--- src/rtl/io_controller.sv ---
// Processor I/O subsystem: debounced enter-key switch capture for IN requests and
// sequential binary-to-BCD conversion driving seven-segment displays for OUT requests.
module io_controller #(
    parameter int DATA_W       = 32,
    parameter int SW_W         = 15,
    parameter int DIGITS       = 4,
    parameter int SIGNED       = 1,
    parameter int DEBOUNCE_CYC = 500000
) (
    input  logic                  clock,
    input  logic                  reset,
    input  logic                  enter,
    input  logic [SW_W-1:0]       switches,
    input  logic                  in_req,
    output logic                  in_ready,
    output logic [DATA_W-1:0]     in_data,
    input  logic                  out_req,
    input  logic [DATA_W-1:0]     out_value,
    output logic                  out_busy,
    output logic [7*DIGITS-1:0]   seg,
    output logic                  neg,
    output logic                  ovf
);

    localparam int DB_W  = $clog2(DEBOUNCE_CYC + 1);
    localparam int CNT_W = $clog2(DATA_W + 1);
    localparam int BCD_W = 4 * DIGITS;
    localparam int SEG_W = 7 * DIGITS;

    typedef enum logic {I_IDLE, I_WAIT} in_state_t;
    typedef enum logic [1:0] {O_IDLE, O_LOAD, O_SHIFT, O_DONE} out_state_t;

    function automatic logic [6:0] seg7(input logic [3:0] d);
        case (d)
            4'd0:    seg7 = 7'h40;
            4'd1:    seg7 = 7'h79;
            4'd2:    seg7 = 7'h24;
            4'd3:    seg7 = 7'h30;
            4'd4:    seg7 = 7'h19;
            4'd5:    seg7 = 7'h12;
            4'd6:    seg7 = 7'h02;
            4'd7:    seg7 = 7'h78;
            4'd8:    seg7 = 7'h00;
            4'd9:    seg7 = 7'h10;
            default: seg7 = 7'h7F;
        endcase
    endfunction

    // ---------------- enter synchroniser and debouncer ----------------
    logic            sync1_reg, sync2_reg;
    logic            db_level_reg, db_level_next;
    logic            db_prev_reg;
    logic [DB_W-1:0] db_cnt_reg, db_cnt_next;
    logic            press;

    always_ff @(posedge clock or posedge reset) begin
        if (reset) begin
            sync1_reg    <= 1'b1;
            sync2_reg    <= 1'b1;
            db_level_reg <= 1'b1;
            db_prev_reg  <= 1'b1;
            db_cnt_reg   <= '0;
        end else begin
            sync1_reg    <= enter;
            sync2_reg    <= sync1_reg;
            db_level_reg <= db_level_next;
            db_prev_reg  <= db_level_reg;
            db_cnt_reg   <= db_cnt_next;
        end
    end

    always_comb begin
        db_level_next = db_level_reg;
        db_cnt_next   = '0;
        if (sync2_reg != db_level_reg) begin
            if (db_cnt_reg == DB_W'(DEBOUNCE_CYC - 1)) begin
                db_level_next = sync2_reg;
            end else begin
                db_cnt_next = db_cnt_reg + 1'b1;
            end
        end
    end

    // Falling edge of the debounced (active-low) level marks one press.
    assign press = db_prev_reg & ~db_level_reg;

    // ---------------- input FSM ----------------
    in_state_t         istate_reg, istate_next;
    logic              in_ready_reg, in_ready_next;
    logic [DATA_W-1:0] in_data_reg, in_data_next;

    always_ff @(posedge clock or posedge reset) begin
        if (reset) begin
            istate_reg   <= I_IDLE;
            in_ready_reg <= 1'b0;
            in_data_reg  <= '0;
        end else begin
            istate_reg   <= istate_next;
            in_ready_reg <= in_ready_next;
            in_data_reg  <= in_data_next;
        end
    end

    always_comb begin
        istate_next   = istate_reg;
        in_ready_next = 1'b0;
        in_data_next  = in_data_reg;
        case (istate_reg)
            I_IDLE: begin
                if (in_req) istate_next = I_WAIT;
            end
            I_WAIT: begin
                if (press) begin
                    in_data_next  = DATA_W'(switches);
                    in_ready_next = 1'b1;
                    istate_next   = I_IDLE;
                end else if (!in_req) begin
                    istate_next = I_IDLE;
                end
            end
            default: istate_next = I_IDLE;
        endcase
    end

    assign in_ready = in_ready_reg;
    assign in_data  = in_data_reg;

    // ---------------- output FSM and double-dabble converter ----------------
    out_state_t        ostate_reg, ostate_next;
    logic [DATA_W-1:0] value_reg, value_next;
    logic [DATA_W-1:0] mag_reg, mag_next;
    logic [BCD_W-1:0]  bcd_reg, bcd_next;
    logic [BCD_W-1:0]  bcd_adj;
    logic [CNT_W-1:0]  shift_cnt_reg, shift_cnt_next;
    logic              neg_acc_reg, neg_acc_next;
    logic              ovf_acc_reg, ovf_acc_next;
    logic [SEG_W-1:0]  seg_reg, seg_next;
    logic              neg_reg, neg_next;
    logic              ovf_reg, ovf_next;
    logic [SEG_W-1:0]  disp_seg;
    logic [DIGITS:0]   nz_chain;
    logic              is_neg;

    always_ff @(posedge clock or posedge reset) begin
        if (reset) begin
            ostate_reg    <= O_IDLE;
            value_reg     <= '0;
            mag_reg       <= '0;
            bcd_reg       <= '0;
            shift_cnt_reg <= '0;
            neg_acc_reg   <= 1'b0;
            ovf_acc_reg   <= 1'b0;
            seg_reg       <= '1;
            neg_reg       <= 1'b0;
            ovf_reg       <= 1'b0;
        end else begin
            ostate_reg    <= ostate_next;
            value_reg     <= value_next;
            mag_reg       <= mag_next;
            bcd_reg       <= bcd_next;
            shift_cnt_reg <= shift_cnt_next;
            neg_acc_reg   <= neg_acc_next;
            ovf_acc_reg   <= ovf_acc_next;
            seg_reg       <= seg_next;
            neg_reg       <= neg_next;
            ovf_reg       <= ovf_next;
        end
    end

    assign nz_chain[DIGITS] = 1'b0;

    generate
        for (genvar gi = 0; gi < DIGITS; gi++) begin : g_digit
            logic [3:0] dig;
            logic       show;
            assign dig              = bcd_reg[4*gi +: 4];
            assign bcd_adj[4*gi +: 4] = (dig >= 4'd5) ? dig + 4'd3 : dig;
            assign nz_chain[gi]     = (dig != 4'd0) | nz_chain[gi+1];
            // Digit 0 always shows so a zero value displays "0", not blank.
            assign show             = (gi == 0) ? 1'b1 : nz_chain[gi];
            assign disp_seg[7*gi +: 7] = ovf_acc_reg ? 7'b0111111 :
                                         (show ? seg7(dig) : 7'h7F);
        end
    endgenerate

    assign is_neg = (SIGNED != 0) && value_reg[DATA_W-1];

    always_comb begin
        ostate_next    = ostate_reg;
        value_next     = value_reg;
        mag_next       = mag_reg;
        bcd_next       = bcd_reg;
        shift_cnt_next = shift_cnt_reg;
        neg_acc_next   = neg_acc_reg;
        ovf_acc_next   = ovf_acc_reg;
        seg_next       = seg_reg;
        neg_next       = neg_reg;
        ovf_next       = ovf_reg;
        case (ostate_reg)
            O_IDLE: begin
                if (out_req) begin
                    value_next  = out_value;
                    ostate_next = O_LOAD;
                end
            end
            O_LOAD: begin
                // Negating the most-negative value yields its correct unsigned magnitude.
                mag_next       = is_neg ? (~value_reg + 1'b1) : value_reg;
                neg_acc_next   = is_neg;
                bcd_next       = '0;
                shift_cnt_next = '0;
                ovf_acc_next   = 1'b0;
                ostate_next    = O_SHIFT;
            end
            O_SHIFT: begin
                ovf_acc_next          = ovf_acc_reg | bcd_adj[BCD_W-1];
                {bcd_next, mag_next}  = {bcd_adj[BCD_W-2:0], mag_reg, 1'b0};
                shift_cnt_next        = shift_cnt_reg + 1'b1;
                if (shift_cnt_reg == CNT_W'(DATA_W - 1)) ostate_next = O_DONE;
            end
            O_DONE: begin
                seg_next    = disp_seg;
                neg_next    = neg_acc_reg;
                ovf_next    = ovf_acc_reg;
                ostate_next = O_IDLE;
            end
            default: ostate_next = O_IDLE;
        endcase
    end

    assign out_busy = (ostate_reg != O_IDLE);
    assign seg      = seg_reg;
    assign neg      = neg_reg;
    assign ovf      = ovf_reg;

endmodule

--- config.mk ---
export PLATFORM = sky130hd
export DESIGN_NAME = io_controller
export DESIGN_NICKNAME = d
export VERILOG_FILES = /design/src/rtl/io_controller.sv
export SDC_FILE = /design/constraint.sdc
export NUM_CORES = 1
export LEC_CHECK = 0
export ABC_AREA = 1
export CAP_MARGIN = 5
export CORE_UTILIZATION = 54
export DETAILED_ROUTE_END_ITERATION = 8
export PLACE_DENSITY = 0.78
export SETUP_SLACK_MARGIN = 0.5
export SLEW_MARGIN = 20
export SYNTH_ARGS = -nofsm -noshare
export SYNTH_HDL_FRONTEND = slang
export SYNTH_SLANG_ARGS = --single-unit
--- constraint.sdc ---
create_clock -name clock -period 15.8 [get_ports clock]
set_input_delay 3.16 -clock clock [delete_from_list [all_inputs] [get_ports clock]]
set_output_delay 3.16 -clock clock [all_outputs]
set_load 0.005 [all_outputs]
# Yosys cells after proc, flatten, opt, wreduce, memory -nomap -nowiden
# Memory sizes are Yosys's and may differ from the RTL's.
# Index checks and enable logic that the tools add are counted.
[totals]
wordCells = 84
register_bits = 160
inputBits = 52
output_inout_bits = 64
rom_bits = 448
n_memories = 4
[memory_table]
columns = ["name", "depth", "width", "read_ports", "rd_ports_with_merged_regs", "write_ports", "line", "source"]
rows = [
  ["(no name shown)", 16, 7, 1, 0, 0, "34", "case (d)"],
  ["(no name shown)", 16, 7, 1, 0, 0, "34", ""],
  ["(no name shown)", 16, 7, 1, 0, 0, "34", ""],
  ["(no name shown)", 16, 7, 1, 0, 0, "34", ""],
]
[op_classes]
reduce_logical = 10
bitwise = 7
addsub = 7
eq_ne = 8
muxes = 26
order_cmp = 4
[op_table]
columns = ["operator", "count"]
rows = [
  ["32-bit one-hot mux with 2 select lines", 1],
  ["7-bit two-way mux", 7],
  ["19-bit two-way mux", 2],
  ["32-bit by 1-bit adder with 32-bit output (second input constant)", 1],
  ["32-bit two-way mux", 1],
  ["32-bit inverter", 1],
  ["16-bit one-hot mux with 2 select lines", 1],
  ["19-bit by 1-bit adder with 19-bit output (second input constant)", 1],
  ["19-bit == test (second input constant)", 1],
  ["4-bit by 2-bit adder with 4-bit output (second input constant)", 4],
  ["4-bit by 3-bit >= comparator with 1-bit output (second input constant)", 4],
  ["4-bit two-way mux", 4],
  ["6-bit one-hot mux with 2 select lines", 1],
  ["4-bit nonzero test", 3],
  ["2-bit one-hot mux with 4 select lines", 1],
  ["2-bit AND reduction", 4],
  ["6-bit by 1-bit adder with 6-bit output (second input constant)", 1],
  ["6-bit by 5-bit == test with 1-bit output (second input constant)", 1],
  ["2-bit == test (second input constant)", 2],
  ["1-bit two-way mux", 4],
  ["2-bit two-way mux", 2],
  ["2-bit != test (second input constant)", 2],
  ["1-bit one-hot mux with 2 select lines", 2],
  ["2-bit nonzero test", 2],
  ["other kinds (6)", 9],
]

# Longest topological paths before layout
[depth]
word_depth = 5
depth_mapped = 10
ltp_nobuf = 10

# Worst setup path before layout
# Ideal clock, no wire load.
[synth_timing]
path_type = "reg2out"
from = "register ostate_reg[0]"
to = "output port out_busy"
path_stages_with_launch = 4
required_ps = 12640
setup_slack_ps = 11929
t_arrival_ps = 711
path_buffers = 0
cell_sequence = "dfrtp_1 > inv_1 > ha_1 > inv_1"
[synth_between]
elab_chain_len = 1
[synth_lines]
columns = ["item", "line", "source"]
rows = [
  ["start: declaration", "129", "out_state_t ostate_reg, ostate_next;"],
  ["start signal: assignment", "157", "ostate_reg <= ostate_next;"],
  ["2-bit nonzero test", "231", "assign out_busy = (ostate_reg != O_IDLE);"],
  ["end: declaration", "19", "output logic out_busy,"],
]
# No other way between the ends.

# Worst setup path after layout
[layout_timing]
from = "register ostate_reg[1]"
to = "output port out_busy"
# The elaborated chain is that of the path after synthesis.

==> impl_metrics.env <==
export IMPL_cp_cell_sequence="inv_1 > ha_1 > inv_1 > clkdlybuf4s50_1"
export IMPL_p_leak_nw=4.78
export IMPL_routed_via_count=7504
export IMPL_synth_top_flop_cell="dfrtp_1"
export IMPL_min_to="sync2_reg"
export IMPL_final_cell_mix="nand2_1 (259), nor2_1 (160), inv_1 (134), dfrtp_1 (128), clkdlybuf4s50_1 (98)"
export IMPL_worstHoldPathType="flip-flop to flip-flop"
export IMPL_synthArstFlopShare_pct=100
export IMPL_r2r_start="ostate_reg[1]"
export IMPL_cts_setup_buffers=0
export IMPL_critical_path_depth=4
export IMPL_cts_clk_slew_worst_paths_ns=0.06
export IMPL_dp_cells=1411
export IMPL_synth_cells=1126
export IMPL_grt_pass1_vias=7088
export IMPL_hold_start="sync1_reg"
export IMPL_synth_edf_count=0
export IMPL_syn_to_final_growth_pct=18.8
export IMPL_cpLargestDelayFamily="buffers and inverters"
export IMPL_cts_resized_gates=0
export IMPL_gr_total_overflow=0
export IMPL_finalNetCount=1294
export IMPL_power_density_nw_per_um2=152
export IMPL_relSlewSlack_pct=32.2
export IMPL_power_mw=1.58
export IMPL_layout_commonest_cell="nand2_1"
export IMPL_slowest_stage="clkdlybuf4s50_1"
export IMPL_post_place_ws_ns=10.64
export IMPL_place_port_buffers=98
export IMPL_dpl_cell_area_um2=9800
export IMPL_yosys_cell_types_count=49
export IMPL_rr_worst_depth=7
export IMPL_rsz0062_at_grt="no"
export IMPL_outcome="completed"
export IMPL_setup_tns_ns=0
export IMPL_ctsHoldBuffers=0
export IMPL_hold_violations=0
export IMPL_viasPerCell=5.20
export IMPL_htreeDepth=4
export IMPL_grt_pass1_wl_mm=33.2
export IMPL_fin_ws_ns=10.94
export IMPL_cts_tree="built"
export IMPL_gp_congestion=0.885
export IMPL_rows=46
export IMPL_yosys_warnings=0
export IMPL_n_antenna_cell=0
export IMPL_finalSetupViolations=0
export IMPL_whs_ns=0.359
export IMPL_seq_area_frac_synth_pct=46.3
export IMPL_crit_top_cell="inv_1"
export IMPL_cap_violations=0
export IMPL_drt_wl_total_mm=19.4
export IMPL_netlist_area_um2=8730
export IMPL_worst_endpoint_arrival_ns=1.70
export IMPL_r2r_setup_slack_ns=12.67
export IMPL_cts_buffers=17
export IMPL_peakVddDrop_mv=0.0875
export IMPL_drv_slew=0
export IMPL_grt_antenna_before_repair=0
export IMPL_stdcell_count=1442
export IMPL_grt_start_max_net_pins=99
export IMPL_start_kind="flip-flop"
export IMPL_pin_count=116
export IMPL_cp_end_kind="output port"
export IMPL_drtIter0Drc=510
export IMPL_required_ns=12.64
export IMPL_drive_above_1_share_pct=7.99
export IMPL_clk_path_buf_depth=2
export IMPL_coreArea_um2=15800
export IMPL_period_needed_ns=4.86
export IMPL_max_clock_freq_ghz=0.206
export IMPL_ys_ff_latch=160
export IMPL_final_period_utilization_pct=30.8
export IMPL_dr_pass1_iters=5
export IMPL_drc=0
export IMPL_rr_endpoint="bcd_reg[3]"
export IMPL_hpwl_mm=13.6
export IMPL_slowest_delay_ns=0.49
export IMPL_die_w_um=129
export IMPL_worst_path_buf_inv=3
export IMPL_ant_nets=0
export IMPL_grt_usage_pct=25.2
export IMPL_postSynthAreaPerCell_um2=7.75
export IMPL_wl_per_cell_um=13.4
export IMPL_worstSetupPathType="flip-flop to output port"
export IMPL_design_area_um2=10400
export IMPL_cts_root_buf="clkbuf_16"
export IMPL_utilization_pct=65.5
export IMPL_fin_skew_ns=0.00526
export IMPL_floorplan_initialDensity_pct=55.1
export IMPL_worst_slew_pin_slew_ns=1.01
export IMPL_die_area_um2=16700
export IMPL_fill_cells=1379
export IMPL_clock_latency_ns=0.43
export IMPL_cts_num_sinks=160
export IMPL_die_h_um=129
export IMPL_crit_fanout=4
export IMPL_hold_path_cell_count=0
## cell families (layout without fill, tap and decap cells)
family | after synthesis | after routing | share of synthesized area [%]
simple gates | 554 | 554 | 27.0
buf+inv | 189 | 273 | 9.18
compound gates | 178 | 178 | 11.7
flops | 160 | 160 | 46.3
fa+ha+maj | 28 | 28 | 4.01
xor+xnor | 14 | 14 | 1.41
mux | 2 | 2 | 0.258
other cells | 1 | 17 | 0.0430
## final cells by class
class                   count  area, um^2  share of cell area (%)
multi-input cells         793        3950                    38.1
clock buffers              25         505                    4.88
repair buffers            103        1020                    9.83
clock inverters             6        55.1                   0.531
inverters                 139         527                    5.08
well taps                 216         270                    2.61
flip-flops and latches    160        4040                    39.0
## cell usage after synthesis (12+ instances only)
master / n / share of area (%)
xor2_1: 13 / 1.3
nand3_1: 86 / 4.9
buf_4: 18 / 1.5
clkbuf_1: 18 / 0.77
dfrtp_1: 128 / 37
dfstp_2: 32 / 9.6
o22ai_1: 24 / 1.7
buf_2: 12 / 0.69
ha_1: 28 / 4.0
nor2_1: 160 / 6.9
a21oi_1: 66 / 3.8
nand4_1: 12 / 0.86
nand2_1: 260 / 11
o21ai_0: 52 / 3.0
inv_1: 135 / 5.8
o211ai_1: 12 / 1.0
## metal layers
| layer | GRT usage [%] | wire length, um | vias to the layer above |
|---|---|---|---|
| li1 | - | - | 3768 |
| met1 | 34.1 | 9080 | 3528 |
| met2 | 40.7 | 9270 | 175 |
| met3 | 4.54 | 670 | 33 |
| met4 | 8.58 | 346 | 0 |
| met5 | 0 | 0 | - |
## power by group
group / switching, mW / leakage (nW) / internal, mW / total, mW
clock: 0.155 / 0.283 / 0.235 / 0.390
combinational: 0.377 / 2.61 / 0.212 / 0.589
sequential: 0.0711 / 1.88 / 0.529 / 0.601
## worst max-delay path by stage
stage	from	endpoint	slack, ns
3_5_place_dp	reset	db_cnt_reg[7]	10.64
2_1_floorplan	reset	bcd_reg[0]	8.37
4_1_cts	ostate_reg[0]	out_busy	10.92
3_3_place_gp	reset	ovf	10.66
6_report	ostate_reg[1]	out_busy	10.94
5_1_grt	ostate_reg[1]	out_busy	10.83
Note: power is estimated with default switching activity, not from simulation.
==> edit (config.mk and constraints unchanged) <==
Set the parameter `SIGNED` to 0 (it was 1).
--- a/src/rtl/io_controller.sv
+++ b/src/rtl/io_controller.sv
@@ -4,7 +4,7 @@
     parameter int DATA_W       = 32,
     parameter int SW_W         = 15,
     parameter int DIGITS       = 4,
-    parameter int SIGNED       = 1,
+    parameter int SIGNED       = 0,
     parameter int DEBOUNCE_CYC = 500000
 ) (
     input  logic                  clock,
Behaviour: same outputs for any inputs over 10 cycles, from zero or initial values and one cycle with reset high; that may be too few to reach the edited logic, so the function may still have changed.
==> edit against the original RTL <==
Sequential cell count is 2 lower. Power shrank 10%. Worst setup slack improved by 0.0095 ns. Highest routed layer unchanged. Critical path type unchanged. Synthesized area fell by 13%. Die area decreased by 13%. First-iteration DRC count down 11%. Global-route usage is 3.0 points lower. Final area fell by 11%. Register-to-register slack gained 0.77 ns. Count of clock-buffer cells in the layout down 2. Wire length shrank 24%. Final cell count decreased by 23%. Maximum frequency up 0.20%. Largest cell class unchanged.
==> edit: results <==
[worst_setup_path]
crit_fanout = 4
arrival_ns = 1.69
critPathSlowestCell = clkdlybuf4s50_1
startpoint = ostate_reg[1]
r2r_end = seg[23]
rrSetupSlack_ns = 13.44
cp-endpoint = out_busy
r2r_cells = 7
critPathMaxStageDelay_ns = 0.49
r2r_start = ostate_reg[1]
cp-start-kind = flip-flop

[cells_and_area]
stdcell_count = 1112
fillCellCount = 1124
nets = 997
design_area_um2 = 9250
drive_gt1_frac = 0.142
diodes = 0

[global_routing]
grtUsageTotal = 0.222
grt_pass1_wl_um = 25300
grt_pass1_vias = 5480
grt_start_max_net_pins = 106
grt_antenna_before_repair = 0

[synth]
avgSynthCellArea_um2 = 9.25
ys_async_sr_fraction = 1.00
synth-edff-count = 0
yosysWarnings = 0
yosys-top-cells-count = nand2_1, dfrtp_1, inv_1
synth-main-ff-cell = dfrtp_1
ys_top_cells_by_area = dfrtp_1, dfstp_2, nand2_1
yosysUniqueCellTypes = 42
yosysSeqAreaShare = 0.525

[placement]
detailed_place_hpwl_um = 10000
dpl_cell_area_um2 = 8660
dp_slack_ns = 10.71
gp_congestion = 0.890
portBuffers = 97

[pwr]
p_leak_nw = 4.16
vdd_drop_max_mv = 0.130

[clock_tree]
clk_pin_slew_worst_paths_ns = 0.06
cts.repair.resized = 0
postCtsSetupBuffers = 0
cts_buffer_depth = 2
numCtsBuffers = 17
root_buffer = clkbuf_16

[timing]
relSlewSlack = 0.339
hold_ws_ns = 0.357
min_period_ns = 4.85
fin_skew_ns = 0.00943

[worst_hold_path]
min_path_type = reg -> reg
min_to = sync2_reg
min_from = sync1_reg
whs_path_depth = 0

[run_status]
outcome = finished, final reports clean

[detailed_routing]
num_vias = 5749
firstDrtPassIters = 6
drt_iter0_drc = 456
wirelength_um = 14700
==> edit: cell count changes after synthesis, moves of 6 or more <==
cell / delta
nand2_1: -84
or2_2: +6
nor2_1: -74
clkbuf_1: -11
o21ai_0: -18
o221ai_1: +27
o22ai_1: -19
nand3_1: -53
inv_1: -47
nand4_1: -7
nor2_4: -6
mux2_2: +30
a21oi_1: -36
==> edit: kinds of logic (layout without fill, tap and decap cells) <==
kind of cell | after synthesis | in the layout | share of synthesized area
xor+xnor | 12 | 12 | 0.0138
mux | 32 | 32 | 0.0473
flops | 158 | 158 | 0.525
simple gates | 330 | 330 | 0.182
compound gates | 125 | 125 | 0.107
other cells | 1 | 18 | 0.000493
buf+inv | 139 | 231 | 0.0817
fa+ha+maj | 26 | 26 | 0.0427
==> edit: layer usage <==
metal  track usage  vias to the layer above  wire [um]
met5             0                        -          0
met4        0.0864                        0        243
met3        0.0542                       21        625
met2         0.352                      136       7210
met1         0.293                     2732       6610
li1              -                     2860          -
==> edit: power by group <==
part / leakage (nW) / internal (mW) / switching [mW] / total (mW)
clock network: 0.290 / 0.249 / 0.156 / 0.405
registers: 1.89 / 0.526 / 0.0476 / 0.573
logic: 1.98 / 0.188 / 0.250 / 0.438
total: 4.16 / 0.962 / 0.454 / 1.42
==> edit: worst max-delay path: cells and delay by family (launching register included) <==
kind,cells,cell delay (ns)
fa+ha+maj,1,0.21
flops,1,0.40
buf+inv,3,0.64
==> edit: cell type report <==
class | instances | area share
flip-flops and latches | 158 | 0.432
multi-input cells | 543 | 0.331
repair buffers | 102 | 0.109
clock buffers | 23 | 0.0527
inverters | 97 | 0.0399
well taps | 180 | 0.0243
clock inverters | 9 | 0.0116
